[src/rtl/iterative_alu_if.sv]
// Handshake bundle between the CPU controller and the iterative ALU execute stage.
// Latency: none, this is wiring only.
// Backpressure: in_valid/in_ready on the issue side, out_valid/out_ready on the result side.
// Ports: flush, in_valid/in_ready, alu_op, in_a, in_b (issue side);
//        out_valid/out_ready, result, zero, busy (result side).
interface iterative_alu_if #(
    parameter int WIDTH = 32
);
    logic             flush;
    logic             in_valid;
    logic             in_ready;
    logic [3:0]       alu_op;
    logic [WIDTH-1:0] in_a;
    logic [WIDTH-1:0] in_b;
    logic             out_valid;
    logic             out_ready;
    logic [WIDTH-1:0] result;
    logic             zero;
    logic             busy;

    // ALU side
    modport slave (
        input  flush, in_valid, alu_op, in_a, in_b, out_ready,
        output in_ready, out_valid, result, zero, busy
    );

    // Controller side
    modport master (
        output flush, in_valid, alu_op, in_a, in_b, out_ready,
        input  in_ready, out_valid, result, zero, busy
    );
endinterface

[src/rtl/iterative_alu.sv]
// Multi-cycle ALU execute stage: add/sub/logic in one cycle, shifts one bit per cycle.
// Latency: max(1, n) cycles from accept to out_valid (n = shift amount, 1 for non-shift ops).
// Backpressure: in_ready only in IDLE; the result is held in DONE until out_ready.
// Ports: clk, reset_n (async active-low); bus (slave modport of iterative_alu_if).
module iterative_alu #(
    parameter int WIDTH   = 32,
    parameter int SHAMT_W = 5
) (
    input  logic           clk,
    input  logic           reset_n,
    iterative_alu_if.slave bus
);
    localparam logic [3:0] OP_ADD = 4'b0000;
    localparam logic [3:0] OP_SUB = 4'b0001;
    localparam logic [3:0] OP_AND = 4'b0100;
    localparam logic [3:0] OP_OR  = 4'b0101;
    localparam logic [3:0] OP_XOR = 4'b1000;
    localparam logic [3:0] OP_SLL = 4'b1010;
    localparam logic [3:0] OP_SRL = 4'b1011;

    typedef enum logic [1:0] {
        IDLE  = 2'd0,
        SHIFT = 2'd1,
        DONE  = 2'd2
    } state_t;

    state_t             r_state;
    logic [WIDTH-1:0]   r_result;
    logic [WIDTH-1:0]   r_shreg;
    logic [SHAMT_W-1:0] r_count;
    logic               r_left;
    logic               r_out_valid;
    logic               r_busy;

    logic [SHAMT_W-1:0] w_shamt;
    logic               w_is_shift;
    logic               w_left;
    logic [WIDTH-1:0]   w_a_step;
    logic [WIDTH-1:0]   w_sh_step;
    logic [WIDTH-1:0]   w_alu;

    assign w_shamt    = bus.in_b[SHAMT_W-1:0];
    assign w_is_shift = (bus.alu_op == OP_SLL) || (bus.alu_op == OP_SRL);
    assign w_left     = (bus.alu_op == OP_SLL);

    // The first bit of a shift is applied at the accept edge, so an n-bit
    // shift needs n-1 further edges and the latency comes out as max(1, n).
    assign w_a_step  = w_left ? (bus.in_a << 1) : (bus.in_a >> 1);
    assign w_sh_step = r_left ? (r_shreg << 1) : (r_shreg >> 1);

    // Single-cycle result; for shifts this is only used when n <= 1.
    always_comb begin
        w_alu = '0;
        case (bus.alu_op)
            OP_ADD:         w_alu = bus.in_a + bus.in_b;
            OP_SUB:         w_alu = bus.in_a - bus.in_b;
            OP_AND:         w_alu = bus.in_a & bus.in_b;
            OP_OR:          w_alu = bus.in_a | bus.in_b;
            OP_XOR:         w_alu = bus.in_a ^ bus.in_b;
            OP_SLL, OP_SRL: w_alu = (w_shamt == '0) ? bus.in_a : w_a_step;
            default:        w_alu = '0;
        endcase
    end

    always_ff @(posedge clk or negedge reset_n) begin
        if (!reset_n) begin
            r_state     <= IDLE;
            r_result    <= '0;
            r_shreg     <= '0;
            r_count     <= '0;
            r_left      <= 1'b0;
            r_out_valid <= 1'b0;
            r_busy      <= 1'b0;
        end else if (bus.flush) begin
            // Abort wins over accept and output handshake; result keeps its last value.
            r_state     <= IDLE;
            r_count     <= '0;
            r_out_valid <= 1'b0;
            r_busy      <= 1'b0;
        end else begin
            case (r_state)
                IDLE: begin
                    if (bus.in_valid) begin
                        r_busy <= 1'b1;
                        if (w_is_shift && (w_shamt > SHAMT_W'(1))) begin
                            r_shreg <= w_a_step;
                            r_count <= w_shamt - SHAMT_W'(1);
                            r_left  <= w_left;
                            r_state <= SHIFT;
                        end else begin
                            r_result    <= w_alu;
                            r_out_valid <= 1'b1;
                            r_state     <= DONE;
                        end
                    end
                end
                SHIFT: begin
                    r_shreg <= w_sh_step;
                    r_count <= r_count - SHAMT_W'(1);
                    if (r_count == SHAMT_W'(1)) begin
                        r_result    <= w_sh_step;
                        r_out_valid <= 1'b1;
                        r_state     <= DONE;
                    end
                end
                DONE: begin
                    if (bus.out_ready) begin
                        r_out_valid <= 1'b0;
                        r_busy      <= 1'b0;
                        r_state     <= IDLE;
                    end
                end
                default: r_state <= IDLE;
            endcase
        end
    end

    assign bus.in_ready  = (r_state == IDLE);
    assign bus.out_valid = r_out_valid;
    assign bus.busy      = r_busy;
    assign bus.result    = r_result;
    assign bus.zero      = (r_result == '0);
endmodule

[src/flat_wrapper.sv]
// flat-port wrapper written by rule: the top's interface ports become plain ports
module iterative_alu_flat 
#(
    parameter int WIDTH   = 32,
    parameter int SHAMT_W = 5
)
  (clk, reset_n, bus_flush, bus_in_valid, bus_alu_op, bus_in_a, bus_in_b, bus_out_ready, bus_in_ready, bus_out_valid, bus_result, bus_zero, bus_busy);
  iterative_alu_if #(.WIDTH(WIDTH)) bus_i ();
  input  logic clk;
  input  logic reset_n;
  input wire logic [$bits(bus_i.flush)-1:0] bus_flush;
  input wire logic [$bits(bus_i.in_valid)-1:0] bus_in_valid;
  input wire logic [$bits(bus_i.alu_op)-1:0] bus_alu_op;
  input wire logic [$bits(bus_i.in_a)-1:0] bus_in_a;
  input wire logic [$bits(bus_i.in_b)-1:0] bus_in_b;
  input wire logic [$bits(bus_i.out_ready)-1:0] bus_out_ready;
  output wire logic [$bits(bus_i.in_ready)-1:0] bus_in_ready;
  output wire logic [$bits(bus_i.out_valid)-1:0] bus_out_valid;
  output wire logic [$bits(bus_i.result)-1:0] bus_result;
  output wire logic [$bits(bus_i.zero)-1:0] bus_zero;
  output wire logic [$bits(bus_i.busy)-1:0] bus_busy;
  assign bus_i.flush = bus_flush;
  assign bus_i.in_valid = bus_in_valid;
  assign bus_i.alu_op = bus_alu_op;
  assign bus_i.in_a = bus_in_a;
  assign bus_i.in_b = bus_in_b;
  assign bus_i.out_ready = bus_out_ready;
  assign bus_in_ready = bus_i.in_ready;
  assign bus_out_valid = bus_i.out_valid;
  assign bus_result = bus_i.result;
  assign bus_zero = bus_i.zero;
  assign bus_busy = bus_i.busy;
  iterative_alu #(.WIDTH(WIDTH), .SHAMT_W(SHAMT_W)) u_core (.clk(clk), .reset_n(reset_n), .bus(bus_i));
endmodule
[config.mk]
export PLATFORM = sky130hd
export DESIGN_NAME = iterative_alu_flat
export DESIGN_NICKNAME = d
export VERILOG_FILES = /design/src/rtl/iterative_alu_if.sv /design/src/rtl/iterative_alu.sv /design/src/flat_wrapper.sv
export SDC_FILE = /design/constraint.sdc
export NUM_CORES = 1
export LEC_CHECK = 0
export CAP_MARGIN = 40
export CORE_MARGIN = 4
export CORE_UTILIZATION = 40
export CTS_CLUSTER_SIZE = 20
export DETAILED_ROUTE_END_ITERATION = 10
export DONT_BUFFER_PORTS = 1
export PLACE_DENSITY = 0.6
export SLEW_MARGIN = 5
export SYNTH_ARGS = -nofsm -noshare
export SYNTH_HDL_FRONTEND = slang
export SYNTH_SLANG_ARGS = --single-unit
[constraint.sdc]
create_clock -name clk -period 4.6 [get_ports clk]
set_input_delay 1.15 -clock clk [delete_from_list [all_inputs] [get_ports clk]]
set_output_delay 1.15 -clock clk [all_outputs]
set_load 0.005 [all_outputs]
; ---- Word-level counts from Yosys, hierarchy flattened
; Index checks and enable logic that the tools add are counted.
[op_classes]
addsub = 4
order_cmp = 1
eq_ne = 18
mux = 30
bitwise_logic = 4
reduce_logical = 18
[op_table]
columns = op, n
row1 = $mux 32, 8
row2 = $pmux 32 s6, 1
row3 = $pmux 32 s2, 2
row4 = $add 32x32->32, 1
row5 = $and 32x32->32, 1
row6 = $logic_not 32->1, 1
row7 = $or 32x32->32, 1
row8 = $sub 32x32->32, 1
row9 = $xor 32x32->32, 1
row10 = $mux 5, 3
row11 = $eq 4x4->1 const B, 3
row12 = $mux 2, 5
row13 = $pmux 5 s2, 1
row14 = $reduce_and 5->1, 2
row15 = $sub 5x1->5 const B, 2
row16 = $ne 3x3->1 const B, 3
row17 = $reduce_and 3->1, 3
row18 = $eq 4x3->1 const B, 2
row19 = $reduce_and 4->1, 2
row20 = $mux 1, 7
row21 = $ne 3x2->1 const B, 2
row22 = $pmux 2 s3, 1
row23 = $reduce_bool 3->1, 2
row24 = $eq 5x1->1 const B, 1
row25 = 17 further kinds, 19
[totals]
ff_bits = 74
inputBits = 73
output_inout_bits = 36
wordCells = 82

; ---- Logic depth before layout (Yosys ltp)
[logic_depth]
ltp_word = 7
depth_mapped = 17

; ---- Worst setup path before layout
; OpenSTA, ideal clock, no wires.
[synth_timing]
path_type = input to register
start = input bus_in_b[6]
end = register u_core.r_result[30] (netlist: u_core.bus.result[30])
setup_time_ns = 0.130
arrival_ns = 4.380
slack_ns = 0.091
path_stages = 17
n_path_buf = 1
cell_sequence = or4_4 > nor2_4 > nand4_2 > nand3b_4 > or4_4 > o21ai_1 > xnor2_1 > ha_1 > clkbuf_1 > a21oi_1 > nand2_1 > a31o_2 > a31oi_1 > o21a_1 > o21ai_0 > a211oi_1 > o21ai_0
[synth_between]
elab_chain_len = 5
word_cells_on_any_way = 6
cone_classes = add/sub (2) / mux (4)
[synth_lines]
columns = element, line
row1 = start: declaration, flat_wrapper.sv:15  ; input wire logic [$bits(bus_i.in_b)-1:0] bus_in_b;
row2 = $sub 32x32->32 / $add 32x32->32 (equally long branches), "iterative_alu.sv:56, iterative_alu.sv:55"
row3 = $pmux 32 s6 (*), iterative_alu.sv:54  ; case (bus.alu_op)
row4 = $mux 32 (*), iterative_alu.sv:85  ; if (w_is_shift && (w_shamt > SHAMT_W'(1))) begin
row5 = $mux 32 (*), iterative_alu.sv:83  ; if (bus.in_valid) begin
row6 = $pmux 32 s2 (*), iterative_alu.sv:81  ; case (r_state)
row7 = end signal: assignment, iterative_alu.sv:91  ; r_result <= w_alu;
row8 = end signal: assignment, iterative_alu.sv:101  ; r_result <= w_sh_step;
row9 = end: declaration, iterative_alu.sv:28  ; logic [WIDTH-1:0] r_result;
; Mark *: on every way between the ends. The rest lies on a longest branch, timed or not. The select of a mux whose other input is x is not followed.
; A chain may end at the register's enable or synchronous reset.

; ---- Worst setup path in the final report
[layout_timing]
start = input bus_in_b[1]
end = register u_core.r_result[28] (netlist: u_core.bus.result[28])
[layout_between]
elab_chain_len = 6
word_cells_on_any_way = 12
cone_classes = add/sub (2) / order compare (1) / eq/ne (1) / mux (5) / reduce/logical (3)
[layout_lines]
columns = element
row1 = branches (longest 6 deep; another with $sub 32x32->32)
; Parallel ways; which one is timed is not known. The select of a mux whose other input is x is not followed.

==> flow_summary.ini <==
[synthesis]
synth_edf_count = 0
synth-compound-area-share = 0.276
synth_adder_area_share = 0.140
yosys.area_share.simple = 0.193
synth_seq_cells = 74
netlist_instances = 1256
synth_top_family_by_area = compound AO/OA/AOI/OAI gates
synth_warnings = 0
synthArstFlopShare = 1.00
syn_area_mm2 = 0.00906
synthMuxAreaShare = 0.0690
netlist-cell-type-count = 64
synth_ff_type = dfrtp_1
synth_nets = 1430
avgSynthCellArea_um2 = 7.22
synth-seq-area-share = 0.204
synthXorXnorAreaFrac = 0.0522

[clocking]
cts_root_buffer = clkbuf_16
clk_pin_slew_worst_paths_ps = 60
cts_tree = done
cts_max_level = 3
cts_sinks = 74
cts_setup_buffers = 0
hold_buffers = 0
clock_latency_ps = 340
ctsLongestPathBuffers = 2
cts_buffers = 9

[worst_setup_path]
critPathArrivalTime_ps = 4520
path_max_fanout = 7
crit_type = in2reg
required_ps = 4810
r2r_slack_ps = 2180
start_kind = primary input
cp-end-kind = register

[drt]
ant_nets = 0
vias = 9301
drtIter0Drc = 1060
drc = 0
drt_wl_total_um = 33400
first_pass_iters = 5
wl_per_cell_um = 21.6
vias_per_cell = 6.02

[final_layout]
drive_gt1_frac = 0.0846
final_area_mm2 = 0.0100
multi_input_area_mm2 = 0.00665
fin_nets = 1434
areaGrowthSynthToFinish_pct = 10.4
finalNonFillerCells = 1545
n_antenna_cell = 0
ff_latch_area_mm2 = 0.00185
fillCellCount = 2279

[pwr]
leakage_nw = 4.36
p_per_area_mw_per_mm2 = 260
p_total_mw = 2.60
ir_drop_v = 0.000166

[die]
die_x_um = 159
coreArea_mm2 = 0.0220
die-area_mm2 = 0.0251
num_rows = 54
dieHeight_um = 159
io_pins = 109
start_util = 0.412

[placed_design]
gp_congestion = 0.961
dpl.hpwl_um = 26000
placed_cell_area_mm2 = 0.00971
place.port_buffers = 0
placed_cells = 1529

[timing]
rsz0062_at_grt = false
finalClockSkew_ps = 8.09
slew_viol_final = 0
holdWs_ps = 504
finalCriticalPeriod_ps = 4310
fmax_mhz = 232
tightest_slew_ps = 782
relSlewSlack = 0.477
finalSetupViolCount = 0
fin_crit_sh = 0.937
hold_violations = 0
setup_tns_ps = 0

[grt]
grt_overflow_total = 0
grt_pass1_wl_um = 51700
use_met1 = 0.409
antenna_found_initial = 0
gr-usage-met2 = 0.374
grtUsageMet3 = 0.0625
top_usage_layer = met1
grt_pass1_vias = 8853
grt_max_degree = 75
grt_use_total = 0.264

[run_status]
status = finished clean

[run]
timing.max_cap.violations = 0

[min_path]
hold_class = in2async
[Yosys cell counts, types with 9 or more instances]
cell      instances  area [um^2]
nand2_1         166          623
o21ai_0         148          741
a21oi_1         124          621
nor2_1          115          432
ha_1            100         1250
inv_1            81          304
dfrtp_1          74         1850
clkbuf_1         59          221
mux2i_1          58          581
xnor2_1          44          385
nand3_1          22          110
a31oi_1          21          131
a221oi_1         18          158
nor3_1           14         70.1
a22oi_1          13         97.6
o211ai_1         13         97.6
o22ai_1          13         81.3
a211oi_1         10         75.1
nor2b_1          10         62.6
o31ai_1          10         75.1
xor2_1           10         87.6
nor4_1            9         56.3
o21ai_1           9         45.0
[sequential cells by signal, summed over array words and instances, names as in the netlist]
signal and flops:
u_core.bus.busy 1, u_core.bus.out_valid 1, u_core.bus.result 32, u_core.r_count 5, u_core.r_left 1, u_core.r_shreg 32, u_core.r_state 2
[through the flow]
step | worst slack (ps) | utilization
after floorplan | 90.7 | -
after global placement | -4.21 | 0.438
after detailed placement | -38.9 | 0.441
after CTS | 313 | 0.454
after global routing | 21.4 | 0.454
final | 289 | 0.454
[cell type report]
| cell class | instances | share of cell area |
|---|---|---|
| multi-input cells | 1026 | 0.664 |
| flip-flops and latches | 74 | 0.185 |
| repair buffers | 68 | 0.0563 |
| well taps | 280 | 0.0350 |
| inverters | 81 | 0.0304 |
| clock buffers | 12 | 0.0266 |
| clock inverters | 4 | 0.00250 |
[cells by family (layout without fill, tap and decap cells)]
| kind of cell | after synthesis | in the layout |
|---|---|---|
| xor+xnor | 54 | 54 |
| flops | 74 | 74 |
| buf+inv | 156 | 165 |
| mux | 62 | 62 |
| simple gates | 388 | 388 |
| fa+ha+maj | 101 | 101 |
| compound gates | 421 | 421 |
[cells in the final DEF (no fill, tap or decap), types with 8 or more instances in the layout]
cell and n:
a211oi_1 10, a21oi_1 124, a221oi_1 18, a22oi_1 13, a31oi_1 21, and3_1 8
buf_4 65, clkbuf_16 9, dfrtp_1 74, ha_1 99, inv_1 81, mux2i_1 58
nand2_1 165, nand3_1 22, nor2_1 113, nor2b_1 10, nor3_1 12, nor4_1 9
o211ai_1 13, o21ai_0 148, o21ai_1 9, o22ai_1 13, o31ai_1 10, xnor2_1 44
xor2_1 10
[routing by layer]
metal,wire (um),part of all wire
met5,0,0
met4,418,0.013
met3,3610,0.11
met2,13700,0.41
met1,15700,0.47
[worst paths after layout]
| kind | end | from | cells after the start |
|---|---|---|---|
| hold / removal | u_core.r_state[1]$_DFFE_PN0P_ | reset_n | 0 |
| min in group clk | u_core.r_shreg[0]$_DFFE_PN0P_ | u_core.r_shreg[0]$_DFFE_PN0P_ | 2 |
| hold reg to reg | u_core.r_shreg[0]$_DFFE_PN0P_ | u_core.r_shreg[0]$_DFFE_PN0P_ | 2 |
| setup / recovery | u_core.bus.result[28]$_DFFE_PN0P_ | bus_in_b[1] | 16 |
| setup reg to reg | u_core.bus.result[14]$_DFFE_PN0P_ | u_core.r_state[0]$_DFFE_PN0P_ | 9 |
| max in group asynchronous | u_core.bus.result[5]$_DFFE_PN0P_ | reset_n | 0 |
[timing repair]
action / 4_1_cts / 5_1_grt
gates resized for setup: 0 / 1
setup endpoints to repair: 0 / 1
endpoints found under the hold margin: 0 / 0
[critical path, stage by stage]
cell      delay [ps]
inv_1             60
ha_1             330
and3_1           360
nand3_1          190
o31ai_1          330
xnor2_1          160
ha_1             290
buf_4            180
nor2b_1          120
o21a_1           180
o21ai_0          220
o31ai_1          120
buf_4            160
a41oi_1          280
mux2i_1          260
o211ai_1         110
[power by group]
| group | total (mW) | leakage [nW] | internal [mW] | switching (mW) |
|---|---|---|---|---|
| Sequential | 0.948 | 0.958 | 0.793 | 0.155 |
| Clock | 0.698 | 0.141 | 0.408 | 0.290 |
| Combinational | 0.958 | 3.26 | 0.414 | 0.544 |
(Power assumes the default switching activity.)
